==> config.mk <==
export PLATFORM = sky130hd
export DESIGN_NAME = csr_excp_unit
export DESIGN_NICKNAME = d
export VERILOG_FILES = /design/src/rtl/csr_excp_unit.sv
export SDC_FILE = /design/constraint.sdc
export NUM_CORES = 1
export LEC_CHECK = 0
export CAP_MARGIN = 0
export CORE_MARGIN = 1
export CORE_UTILIZATION = 49
export CTS_CLUSTER_SIZE = 14
export DETAILED_ROUTE_END_ITERATION = 6
export GPL_ROUTABILITY_DRIVEN = 0
export PLACE_DENSITY = 0.81
export SETUP_SLACK_MARGIN = 0.15
export SKIP_LAST_GASP = 1
export SYNTH_ARGS = -nofsm -noshare
export SYNTH_HDL_FRONTEND = slang
export SYNTH_SLANG_ARGS = --single-unit
==> constraint.sdc <==
create_clock -name clk -period 10.7 [get_ports clk]
set_input_delay 2.14 -clock clk [delete_from_list [all_inputs] [get_ports clk]]
set_output_delay 2.14 -clock clk [all_outputs]
set_load 0.02 [all_outputs]
==> src/rtl/csr_excp_unit.sv <==
`default_nettype none
// ============================================================================
// Module      : csr_excp_unit
// Description : LoongArch exception, timer and LL-bit CSRs answering the
//               commit-stage ctrl interface. The TID/TCFG/TVAL/TICLR timer
//               block is built only when CSR_TIMER_EN is defined.
// Revision    : 1.0 - initial release
// ============================================================================
module csr_excp_unit #(
    parameter logic [31:0] CORE_ID = 32'd0
) (
    input  logic        clk,
    input  logic        rst,
    input  logic        is_exception,
    input  logic [31:0] exception_pc,
    input  logic [31:0] exception_addr,
    input  logic [5:0]  ecode,
    input  logic [8:0]  esubcode,
    input  logic        is_ertn,
    input  logic        csr_write_en,
    input  logic [13:0] csr_write_addr,
    input  logic [31:0] csr_write_data,
    input  logic [13:0] csr_read_addr,
    output logic [31:0] csr_read_data,
    input  logic        llbit_write_en,
    input  logic        llbit_write_data,
    input  logic [7:0]  hw_int,
    input  logic        ipi,
    output logic [31:0] crmd,
    output logic [31:0] prmd,
    output logic [31:0] ecfg,
    output logic [31:0] estat,
    output logic [31:0] era,
    output logic [31:0] eentry,
    output logic        llbit
);

    localparam logic [13:0] c_ADDR_CRMD   = 14'h000;
    localparam logic [13:0] c_ADDR_PRMD   = 14'h001;
    localparam logic [13:0] c_ADDR_ECFG   = 14'h004;
    localparam logic [13:0] c_ADDR_ESTAT  = 14'h005;
    localparam logic [13:0] c_ADDR_ERA    = 14'h006;
    localparam logic [13:0] c_ADDR_BADV   = 14'h007;
    localparam logic [13:0] c_ADDR_EENTRY = 14'h00C;
    localparam logic [13:0] c_ADDR_SAVE0  = 14'h030;
    localparam logic [13:0] c_ADDR_SAVE1  = 14'h031;
    localparam logic [13:0] c_ADDR_SAVE2  = 14'h032;
    localparam logic [13:0] c_ADDR_SAVE3  = 14'h033;
    localparam logic [13:0] c_ADDR_TID    = 14'h040;
    localparam logic [13:0] c_ADDR_TCFG   = 14'h041;
    localparam logic [13:0] c_ADDR_TVAL   = 14'h042;
    localparam logic [13:0] c_ADDR_TICLR  = 14'h044;
    localparam logic [13:0] c_ADDR_LLBCTL = 14'h060;

    localparam logic [8:0]  c_CRMD_RESET  = 9'h008;
    localparam logic [12:0] c_ECFG_MASK   = 13'h1BFF;
    localparam logic [5:0]  c_ECODE_ADE   = 6'h08;
    localparam logic [5:0]  c_ECODE_ALE   = 6'h09;

    // Architectural state, stored at the width of the implemented fields
    logic [8:0]  r_crmd;
    logic [2:0]  r_prmd;
    logic [12:0] r_ecfg;
    logic [1:0]  r_is_sw;
    logic [7:0]  r_is_hw;
    logic        r_is_ipi;
    logic [5:0]  r_ecode;
    logic [8:0]  r_esubcode;
    logic [31:0] r_era;
    logic [31:0] r_badv;
    logic [25:0] r_eentry;
    logic [31:0] r_save0;
    logic [31:0] r_save1;
    logic [31:0] r_save2;
    logic [31:0] r_save3;
    logic        r_llbit;
    logic        r_klo;

    logic        w_take_exc;
    logic        w_take_ertn;
    logic        w_take_wr;
    logic        w_wr_llbctl;
    logic        w_badv_pc;
    logic        w_badv_addr;
    logic        w_is_timer;
    logic [31:0] w_tid;
    logic [31:0] w_tcfg;
    logic [31:0] w_tval;
    logic [31:0] w_estat;
    logic [31:0] w_read_data;

    // One commit event per cycle: exception beats ertn beats a CSR write
    assign w_take_exc  = is_exception;
    assign w_take_ertn = is_ertn & ~is_exception;
    assign w_take_wr   = csr_write_en & ~is_exception & ~is_ertn;
    assign w_wr_llbctl = w_take_wr & (csr_write_addr == c_ADDR_LLBCTL);

    assign w_badv_pc   = (ecode == c_ECODE_ADE) && (esubcode == 9'd0);
    assign w_badv_addr = (ecode == c_ECODE_ALE) ||
                         ((ecode == c_ECODE_ADE) && (esubcode == 9'd1));

    always_ff @(posedge clk or posedge rst) begin
        if (rst) begin
            r_crmd     <= c_CRMD_RESET;
            r_prmd     <= 3'd0;
            r_ecfg     <= 13'd0;
            r_is_sw    <= 2'd0;
            r_ecode    <= 6'd0;
            r_esubcode <= 9'd0;
            r_era      <= 32'd0;
            r_badv     <= 32'd0;
            r_eentry   <= 26'd0;
            r_save0    <= 32'd0;
            r_save1    <= 32'd0;
            r_save2    <= 32'd0;
            r_save3    <= 32'd0;
        end else if (w_take_exc) begin
            r_prmd      <= r_crmd[2:0];
            r_crmd[2:0] <= 3'b000;
            r_era       <= exception_pc;
            r_ecode     <= ecode;
            r_esubcode  <= esubcode;
            if (w_badv_pc) begin
                r_badv <= exception_pc;
            end else if (w_badv_addr) begin
                r_badv <= exception_addr;
            end
        end else if (w_take_ertn) begin
            r_crmd[2:0] <= r_prmd;
        end else if (w_take_wr) begin
            case (csr_write_addr)
                c_ADDR_CRMD:   r_crmd   <= csr_write_data[8:0];
                c_ADDR_PRMD:   r_prmd   <= csr_write_data[2:0];
                c_ADDR_ECFG:   r_ecfg   <= csr_write_data[12:0] & c_ECFG_MASK;
                c_ADDR_ESTAT:  r_is_sw  <= csr_write_data[1:0];
                c_ADDR_ERA:    r_era    <= csr_write_data;
                c_ADDR_BADV:   r_badv   <= csr_write_data;
                c_ADDR_EENTRY: r_eentry <= csr_write_data[31:6];
                c_ADDR_SAVE0:  r_save0  <= csr_write_data;
                c_ADDR_SAVE1:  r_save1  <= csr_write_data;
                c_ADDR_SAVE2:  r_save2  <= csr_write_data;
                c_ADDR_SAVE3:  r_save3  <= csr_write_data;
                default:       ;
            endcase
        end
    end

    // External interrupt lines are re-sampled every cycle
    always_ff @(posedge clk or posedge rst) begin
        if (rst) begin
            r_is_hw  <= 8'd0;
            r_is_ipi <= 1'b0;
        end else begin
            r_is_hw  <= hw_int;
            r_is_ipi <= ipi;
        end
    end

    // ll.w/sc.w updates outrank both the ertn clear and the WCLLB clear
    always_ff @(posedge clk or posedge rst) begin
        if (rst) begin
            r_llbit <= 1'b0;
            r_klo   <= 1'b0;
        end else begin
            if (llbit_write_en) begin
                r_llbit <= llbit_write_data;
            end else if (w_take_ertn && !r_klo) begin
                r_llbit <= 1'b0;
            end else if (w_wr_llbctl && csr_write_data[1]) begin
                r_llbit <= 1'b0;
            end

            if (w_take_ertn) begin
                r_klo <= 1'b0;
            end else if (w_wr_llbctl) begin
                r_klo <= csr_write_data[2];
            end
        end
    end

`ifdef CSR_TIMER_EN
    logic [31:0] r_tid;
    logic [31:0] r_tcfg;
    logic [31:0] r_tval;
    logic        r_is_timer;
    logic        w_timer_fire;
    logic        w_wr_tid;
    logic        w_wr_tcfg;
    logic        w_ticlr;

    assign w_wr_tid     = w_take_wr && (csr_write_addr == c_ADDR_TID);
    assign w_wr_tcfg    = w_take_wr && (csr_write_addr == c_ADDR_TCFG);
    assign w_ticlr      = w_take_wr && (csr_write_addr == c_ADDR_TICLR) && csr_write_data[0];
    assign w_timer_fire = r_tcfg[0] && (r_tval == 32'd0);

    // A TCFG write restarts the count and overrides this cycle's tick
    always_ff @(posedge clk or posedge rst) begin
        if (rst) begin
            r_tid  <= CORE_ID;
            r_tcfg <= 32'd0;
            r_tval <= 32'd0;
        end else begin
            if (w_wr_tid) begin
                r_tid <= csr_write_data;
            end
            if (w_wr_tcfg) begin
                r_tcfg <= csr_write_data;
                r_tval <= {csr_write_data[31:2], 2'b00};
            end else if (r_tcfg[0]) begin
                if (r_tval != 32'd0) begin
                    r_tval <= r_tval - 32'd1;
                end else if (r_tcfg[1]) begin
                    r_tval <= {r_tcfg[31:2], 2'b00};
                end else begin
                    r_tcfg[0] <= 1'b0;
                end
            end
        end
    end

    // Expiry set wins over a TICLR clear on the same edge
    always_ff @(posedge clk or posedge rst) begin
        if (rst) begin
            r_is_timer <= 1'b0;
        end else if (w_timer_fire) begin
            r_is_timer <= 1'b1;
        end else if (w_ticlr) begin
            r_is_timer <= 1'b0;
        end
    end

    assign w_tid      = r_tid;
    assign w_tcfg     = r_tcfg;
    assign w_tval     = r_tval;
    assign w_is_timer = r_is_timer;
`else
    logic w_unused_core_id;

    assign w_unused_core_id = ^CORE_ID;
    assign w_tid            = 32'd0;
    assign w_tcfg           = 32'd0;
    assign w_tval           = 32'd0;
    assign w_is_timer       = 1'b0;
`endif

    assign w_estat = {1'b0, r_esubcode, r_ecode, 3'b000, r_is_ipi, w_is_timer,
                      1'b0, r_is_hw, r_is_sw};

    always_comb begin
        w_read_data = 32'd0;
        case (csr_read_addr)
            c_ADDR_CRMD:   w_read_data = {23'd0, r_crmd};
            c_ADDR_PRMD:   w_read_data = {29'd0, r_prmd};
            c_ADDR_ECFG:   w_read_data = {19'd0, r_ecfg};
            c_ADDR_ESTAT:  w_read_data = w_estat;
            c_ADDR_ERA:    w_read_data = r_era;
            c_ADDR_BADV:   w_read_data = r_badv;
            c_ADDR_EENTRY: w_read_data = {r_eentry, 6'd0};
            c_ADDR_SAVE0:  w_read_data = r_save0;
            c_ADDR_SAVE1:  w_read_data = r_save1;
            c_ADDR_SAVE2:  w_read_data = r_save2;
            c_ADDR_SAVE3:  w_read_data = r_save3;
            c_ADDR_TID:    w_read_data = w_tid;
            c_ADDR_TCFG:   w_read_data = w_tcfg;
            c_ADDR_TVAL:   w_read_data = w_tval;
            c_ADDR_TICLR:  w_read_data = 32'd0;
            c_ADDR_LLBCTL: w_read_data = {29'd0, r_klo, 1'b0, r_llbit};
            default:       w_read_data = 32'd0;
        endcase
    end

    assign csr_read_data = w_read_data;
    assign crmd          = {23'd0, r_crmd};
    assign prmd          = {29'd0, r_prmd};
    assign ecfg          = {19'd0, r_ecfg};
    assign estat         = w_estat;
    assign era           = r_era;
    assign eentry        = {r_eentry, 6'd0};
    assign llbit         = r_llbit;

endmodule

`default_nettype wire

==> After elaboration in Yosys (flattened, before gate mapping) <==
Cells that the tools add are included.
{ "word_totals": {"register_bits": 270, "latch_bits": 0, "mem_bits_rw": 0, "rom_bits": 0, "inputBits": 155, "output_inout_bits": 225, "wordCells": 105, "mem_count": 0} }
{ "op_classes": {"n_addsub": 0, "n_mul": 0, "n_div": 0, "n_lt_le_gt_ge": 0, "n_eq_ne": 27, "shifts": 0, "mux": 24, "bitwise_logic": 7, "reduce_logical": 29} }
{ "ops": {"columns": ["cell", "count"], "rows": [
  ["$pmux W32 S12", 1],
  ["$mux W32", 10],
  ["$eq A14 B3 Y1 const B", 8],
  ["$eq A14 B6 Y1 const B", 8],
  ["$reduce_and A4 Y1", 9],
  ["$eq A14 B1 Y1 const B", 2],
  ["$eq A14 B4 Y1 const B", 2],
  ["$eq A14 B7 Y1 const B", 2],
  ["$logic_not A14 Y1", 2],
  ["$mux W3", 8],
  ["$eq A6 B4 Y1 const B", 2],
  ["$reduce_bool A2 Y1", 5],
  ["$eq A9 B1 Y1 const B", 1],
  ["$logic_not A9 Y1", 1],
  ["$reduce_bool A3 Y1", 3],
  ["$reduce_and A3 Y1", 2],
  ["$mux W1", 5],
  ["$and A1 B1 Y1", 4],
  ["$logic_and A1 B1 Y1", 4],
  ["$ne A3 B1 Y1 const B", 1],
  ["$not A1 Y1", 3],
  ["$ne A2 B2 Y1 const B", 1],
  ["$reduce_and A2 Y1", 1],
  ["$logic_not A1 Y1", 1],
  ["$logic_or A1 B1 Y1", 1]
]} }

==> Logic depth before layout (Yosys ltp) <==
Gate-level depths: netlist (run 1).
{ "logic_depth": {"word_depth": 8, "depth_mapped": 8, "ltp_nobuf": 5} }

==> Worst setup path after synthesis (run 1) <==
OpenSTA, ideal clock, no wires.
{ "synth_timing": {"path_kind": "input to output", "start": "input csr_read_addr[9]", "end": "output csr_read_data[4]", "arrival_ns": 3.859, "t_required_ns": 8.560, "setup_slack_ns": 4.701, "path_stages": 7, "n_path_buf": 2, "cell_sequence": "or4_4 -> or2_1 -> buf_6 -> nor3_4 -> buf_6 -> a22oi_1 -> nand4_1"} }
{ "synth_via": {"elab_chain_cells": 2, "elab_cells_between_ends": 13, "classes_between": "11 x eq/ne; 1 x mux; 1 x reduce/logical"} }
{ "synth_lines": {"columns": ["element", "line", "source"], "rows": [
  ["start: declaration", "23", "input logic [13:0] csr_read_addr,"],
  ["$eq A14 B7 Y1 (tied with other cells)", "251", "case (csr_read_addr)"],
  ["$pmux W32 S12 *", "251", null],
  ["end: declaration", "24", "output logic [31:0] csr_read_data,"]
]} }
Mark *: on every way between the ends. The rest lies on a longest branch, timed or not.

==> Worst setup path in the final report (run 1) <==
{ "layout_timing": {"start": "input csr_read_addr[9]", "end": "output csr_read_data[28]"} }
Same word-level chain as after synthesis.

==> reports/qor.csv, run 1 <==
stage,metric,value,unit
power,powerDensity,141,nW/µm²
placed_design,dp_slack,2770,ps
drt,vias_per_cell,6.10,
logic_synthesis,async_reset_ff_frac,1.00,
power,p_int,1.90,mW
logic_synthesis,ys_top_cells_by_area,"dfrtp_1 49%, mux2_2 16%, buf_4 5.0%",
sta,tightestPinTransition,1140,ps
clocking,htreeDepth,1,
sta,rsz0062_at_grt,no,
grt,grt_pass1_wl,65600,µm
critical_path,end_kind,output port,
grt,grt_use_total,0.297,
grt,grt.met2_usage,0.509,
floorplanning,die_w,170,µm
clocking,worst_skew_pair.late_latency,540,ps
placed_design,portBuffers,295,
power,ir_drop,0.0000842,V
floorplanning,rows,61,
sta,max-slew-margin-rel,0.238,
logic_synthesis,syn-mean-instance-area,11.4,µm²
drt,postRouteAntennaNets,0,
power,power_frac_clock,0.452,
critical_path,critical_path_arrival,5810,ps
logic_synthesis,ys_seq_area_frac,0.490,
drt,drc,0,
logic_synthesis,yosys_warnings,0,
logic_synthesis,syn_inst,1207,
critical_path,worst-setup-path-type,input pin to output port,
outcome,status,completed,
clocking,cts_buffers,29,
clocking,cts.repair.resized,0,
cells_and_area,synthToLayoutAreaGrowth,29.0,%
clocking,clock-root-buffer,clkbuf_16,
clocking,path_clk_slew,60,ps
critical_path,endpoint,csr_read_data[28],
sta,fmax,0.126,GHz
floorplanning,initial_core_util,0.498,
power,switching_share,0.246,
power,switchingPower,0.618,mW
sta,slew_viol_final,0,
placed_design,dp_hpwl,28600,µm
drt,wl_per_cell,23.4,µm
clocking,clock-sinks,270,
grt,globalRoute.totalOverflow,0,
sta,setup_viol,0,
floorplanning,fp.coreArea,27700,µm²
grt,grt_pass1_vias,11307,
sta,setup_tns,0,ps
sta,hold_slack,490,ps
critical_path,startpoint_type,input pin,
grt,met3_usage,0.0415,
clocking,cts_tree,built,
critical_path,worstReg2RegStart,r_klo$_DFFE_PP0P_,
placed_design,placed_area,16700,µm²
cells_and_area,design_area,17800,µm²
grt,grtUsageMet1,0.382,
clocking,clock_path_buffers,3,
logic_synthesis,synth_edf_count,0,
critical_path,worstPathRequired,8560,ps
logic_synthesis,synthTopCellsByCount,"269 x dfrtp_1, 197 x mux2_2, 110 x nand2_1, 91 x buf_4, 60 x a22oi_1",
sta,fin_ws,2750,ps
logic_synthesis,synth_most_common_cell,dfrtp_1,
cells_and_area,drive_gt1_frac,0.207,
placed_design,place_inst,1809,
cells_and_area,final_cells,1864,
critical_path,timing.critical_path.from,csr_read_addr[9],
logic_synthesis,synth_top_area_cell,dfrtp_1,
logic_synthesis,yosys_register_bits,270,
drt,vias,11370,
power,p_leak,8.12,nW
drt,drt_iter0_markers,1241,
critical_path,ff2ff_path_depth,3,
drt,dr.pass1.iters,6,
grt,antenna_found_initial,3,
power,power_frac_seq,0.432,
drt,wl,43600,µm
cells_and_area,final_nets,1617,
sta,min_period,7950,ps
power,pwr-share-comb,0.115,
critical_path,cp_max_fo,18,
logic_synthesis,synth.distinct_cells,58,
grt,grt_max_degree,157,
critical_path,reg2reg_setup_slack,9610,ps
grt,grt_busiest_layer,met2,
clocking,cts_setup_buffers,0,
cells_and_area,post-route-util,0.642,
sta,fin_crit_sh,0.743,
power,power,2.52,mW
flow_run,maxCapViolCount,0,
hold_path,min_path_type,register to register,
sta,clock_skew,0.914,ps
logic_synthesis,syn-cell-area,13800,µm²
clocking,cts_hold_buf,0,
floorplanning,die-area,28800,µm²
floorplanning,die_y,170,µm
critical_path,r2r-end,llbit$_DFFE_PP0P_,
logic_synthesis,synthFlopType,dfrtp_1,
floorplanning,io-pin-count,380,
sta,finalHoldViolations,0,
logic_synthesis,synth_top_area_share,0.488,
## routing by layer
metal,vias up,routed length [µm]
li1,4869,-
met1,5767,17400
met2,616,21400
met3,116,3300
met4,2,1440
met5,-,13
## registers in the layout (all words and copies together), names as in the netlist, 12 cells and up
signal,flops
r_save1,32
era,32
r_save3,32
r_save2,32
r_eentry,26
r_ecfg,12
r_save0,32
r_badv,32
## kinds of logic after synthesis
| family | synth area share |
|---|---|
| and+or+nand+nor | 0.105 |
| other | 0.000272 |
| AOI/OAI and AO/OA | 0.146 |
| muxes | 0.172 |
| DFF | 0.490 |
| buffers and inverters | 0.0877 |
## layout by cell type (no fill, tap or decap), types with 4 or more instances in the layout
| cell type | n |
|---|---|
| clkdlybuf4s50_1 | 294 |
| o21ai_0 | 26 |
| nand3b_1 | 4 |
| clkinv_2 | 8 |
| nor2b_1 | 5 |
| nand2_1 | 109 |
| nor4_1 | 5 |
| bufinv_16 | 8 |
| dfrtp_1 | 269 |
| a22oi_1 | 60 |
| nor3_4 | 6 |
| clkbuf_16 | 29 |
| inv_1 | 34 |
| conb_1 | 84 |
| a222oi_1 | 32 |
| mux2_2 | 197 |
| a31oi_1 | 32 |
| buf_4 | 23 |
| nor2_1 | 19 |
| nand3_1 | 57 |
| nand4_1 | 9 |
| mux2_1 | 7 |
| a2bb2oi_1 | 32 |
| nor4_4 | 4 |
| and2_1 | 6 |
| mux2i_1 | 7 |
| a221oi_1 | 9 |
| a22o_1 | 14 |
| o221ai_1 | 31 |
## worst min-delay path by stage
stage	slack, ps	start	cells past startpoint	to
floorplan	450	r_save2[1]$_DFFE_PP0P_	1	r_save2[1]$_DFFE_PP0P_
global placement	460	r_save2[1]$_DFFE_PP0P_	1	r_save2[1]$_DFFE_PP0P_
detailed placement	470	r_save0[1]$_DFFE_PP0P_	1	r_save0[1]$_DFFE_PP0P_
CTS	490	r_save0[1]$_DFFE_PP0P_	1	r_save0[1]$_DFFE_PP0P_
global route	510	r_save1[5]$_DFFE_PP0P_	1	r_save1[5]$_DFFE_PP0P_
finish	490	r_save0[1]$_DFFE_PP0P_	1	r_save0[1]$_DFFE_PP0P_
## power groups by stage
stage | clock, mW | combinational [mW] | sequential [mW]
6_report | 1.14 | 0.290 | 1.09
4_1_cts | 1.15 | 0.290 | 1.09
2_1_floorplan | 0 | 0.146 | 1.12
5_1_grt | 1.19 | 0.311 | 1.09
3_3_place_gp | 0 | 0.284 | 1.10
3_5_place_dp | 0 | 0.289 | 1.10
## worst max-delay path, cell delays in order
cell,delay [ps]
clkdlybuf4s50_1,400
or4_4,600
or2_1,460
nor3_4,860
buf_4,430
a222oi_1,170
nand2_1,120
clkdlybuf4s50_1,620
## final cells by class
| cell class | count | area [µm²] |
|---|---|---|
| Inverter | 36 | 143 |
| Clock inverter | 21 | 324 |
| Sequential cell | 270 | 6760 |
| Multi-Input combinational cell | 807 | 6180 |
| Antenna cell | 2 | 5.00 |
| Timing Repair Buffer | 318 | 3140 |
| Tap cell | 378 | 473 |
| Clock buffer | 32 | 767 |
| Fill cell | 2125 | 9920 |
(Power assumes the default switching activity.)
==> run 2: changes to the inputs <==
--- a/config.mk
+++ b/config.mk
@@ -7,11 +7,11 @@
 export LEC_CHECK = 0
 export CAP_MARGIN = 0
 export CORE_MARGIN = 1
-export CORE_UTILIZATION = 49
+export CORE_UTILIZATION = 44
 export CTS_CLUSTER_SIZE = 14
 export DETAILED_ROUTE_END_ITERATION = 6
 export GPL_ROUTABILITY_DRIVEN = 0
-export PLACE_DENSITY = 0.81
+export PLACE_DENSITY = 0.77
 export SETUP_SLACK_MARGIN = 0.15
 export SKIP_LAST_GASP = 1
 export SYNTH_ARGS = -nofsm -noshare
==> constraint.sdc (replaced) <==
create_clock -name clk -period 6.67 [get_ports clk]
set_input_delay 1.334 -clock clk [delete_from_list [all_inputs] [get_ports clk]]
set_output_delay 1.334 -clock clk [all_outputs]
set_load 0.02 [all_outputs]
==> run 2 against run 1 <==
The flow now finishes with violations (design-rule violations). Cell count increased by 1.2%. Combinational power up 62%. Clock power up 46%. Critical path type unchanged.
==> reports/qor.csv, run 2 (synthesis gave the netlist of run 1 again) <==
stage,metric,value,unit,change
clocking,worst_skew_pair.late_latency,540,ps,about the same
grt,antenna_found_initial,0,,was 3
critical_path,critical_path_arrival,4570,ps,was 5810 ps
grt,globalRoute.totalOverflow,0,,unchanged
placed_design,placed_area,16800,µm²,was 16700 µm²
drt,wl,43800,µm,was 43600 µm
outcome,violations,design-rule violations,,
clocking,clock-root-buffer,clkbuf_16,,unchanged
sta,clock_skew,1.64,ps,was 0.914 ps
drt,vias,11216,,was 11370
cells_and_area,drive_gt1_frac,0.208,,was 0.207
power,powerDensity,218,nW/µm²,was 141 nW/µm²
clocking,htreeDepth,1,,unchanged
power,p_leak,8.10,nW,was 8.12 nW
floorplanning,die_w,179,µm,was 170 µm
cells_and_area,synthToLayoutAreaGrowth,28.8,%,was 29.0%
cells_and_area,final_nets,1623,,was 1617
clocking,path_clk_slew,60,ps,about the same
clocking,cts_buffers,29,,unchanged
critical_path,cp_max_fo,14,,was 18
sta,fmax,0.169,GHz,
cells_and_area,final_common_cell,clkdlybuf4s50_1,,unchanged
grt,grt_max_degree,172,,was 157
cells_and_area,diodes,0,,was 2
clocking,cts.repair.resized,0,,unchanged
drt,drt_iter0_markers,1220,,was 1241
critical_path,end_kind,output port,,unchanged
clocking,cts_tree,built,,unchanged
sta,fin_crit_sh,0.886,,
placed_design,portBuffers,295,,unchanged
grt,grt_use_total,0.273,,was 0.297
drt,drc,68,,was 0
sta,setup_viol,0,,unchanged
floorplanning,fp.coreArea,30700,µm²,was 27700 µm²
drt,wl_per_cell,23.2,µm,was 23.4 µm
sta,hold_slack,485,ps,was 490 ps
drt,dr.pass1.iters,7,,was 6
clocking,clock_path_buffers,3,,unchanged
grt,grt_pass1_wl,66500,µm,was 65600 µm
cells_and_area,most-common-layout-cells,"294 x clkdlybuf4s50_1, 269 x dfrtp_1, 197 x mux2_2",,unchanged
drt,vias_per_cell,5.95,,was 6.10
placed_design,dp_hpwl,29800,µm,was 28600 µm
critical_path,worstPathRequired,5340,ps,was 8560 ps
sta,slew_viol_final,0,,unchanged
outcome,status,"finished, violations left",,was completed
grt,grt_pass1_vias,11327,,was 11307
hold_path,min_path_type,register to register,,unchanged
placed_design,dp_slack,786,ps,was 2770 ps
sta,tightestPinTransition,1240,ps,was 1140 ps
drt,postRouteAntennaNets,0,,unchanged
floorplanning,die-area,32100,µm²,was 28800 µm²
floorplanning,initial_core_util,0.449,,was 0.498
sta,finalHoldViolations,0,,unchanged
floorplanning,die_y,179,µm,was 170 µm
critical_path,startpoint_type,input pin,,unchanged
critical_path,worst-setup-path-type,input pin to output port,,unchanged
cells_and_area,design_area,17800,µm²,about the same
sta,rsz0062_at_grt,no,,unchanged
flow_run,maxCapViolCount,0,,unchanged
clocking,cts_hold_buf,0,,unchanged
floorplanning,rows,64,,was 61
clocking,clock-sinks,270,,unchanged
sta,setup_tns,0,ps,unchanged
sta,min_period,5910,ps,
clocking,cts_setup_buffers,0,,unchanged
power,ir_drop,0.000159,V,was 0.0000842 V
sta,max-slew-margin-rel,0.171,,was 0.238
cells_and_area,fillers,2529,,was 2125
floorplanning,io-pin-count,380,,unchanged
sta,fin_ws,763,ps,was 2750 ps
## run 2: through the flow
stage          power [mW]  instances   util
2_1_floorplan        2.03       1290      -
3_3_place_gp         2.23       1833  0.545
3_5_place_dp         2.24       1833  0.545
4_1_cts              3.89       1886  0.578
5_1_grt              4.00       1886  0.578
6_report             3.87       1886  0.578
## run 2: metal layers
metal / vias up / GRT usage / wire length [µm]
met4: 0 / 0.0929 / 1220
met2: 603 / 0.459 / 21500
met3: 90 / 0.0388 / 3380
met5: - / 0 / 0
li1: 4864 / - / -
met1: 5659 / 0.358 / 17700
## run 2: final cells by class
| class | instances | area, µm² | share of cell area |
|---|---|---|---|
| Timing Repair Buffer | 324 | 3190 | 0.180 |
| Sequential cell | 270 | 6760 | 0.380 |
| Tap cell | 396 | 495 | 0.0279 |
| Clock buffer | 43 | 888 | 0.0500 |
| Multi-Input combinational cell | 807 | 6180 | 0.348 |
| Clock inverter | 10 | 106 | 0.00599 |
| Inverter | 36 | 139 | 0.00782 |
## run 2: path summary, 6_finish.rpt
check	from	end	slack, ps	cells after the start
min reg2reg	r_save0[0]$_DFFE_PP0P_	r_save0[0]$_DFFE_PP0P_	490	1
max reg2reg	r_klo$_DFFE_PP0P_	llbit$_DFFE_PP0P_	5620	3
min in group asynchronous	rst	r_is_hw[0]$_DFF_PP0_	1260	2
min	r_save0[0]$_DFFE_PP0P_	r_save0[0]$_DFFE_PP0P_	490	1
max in group asynchronous	rst	era[4]$_DFFE_PP0P_	4050	3
max	csr_read_addr[9]	csr_read_data[0]	760	8
## run 2: worst max-delay path: stages
cell and delay [ps]:
clkdlybuf4s50_1 400, or4_4 590, or2_1 470, nor3_4 650, buf_12 250, a222oi_1 100
nand3_1 150, clkdlybuf4s50_1 620
## run 2: report_power, final
group | internal [mW] | switching [mW] | total (mW)
Combinational | 0.210 | 0.259 | 0.469
Sequential | 1.70 | 0.0481 | 1.74
Clock | 0.993 | 0.665 | 1.66
Total | 2.90 | 0.972 | 3.87
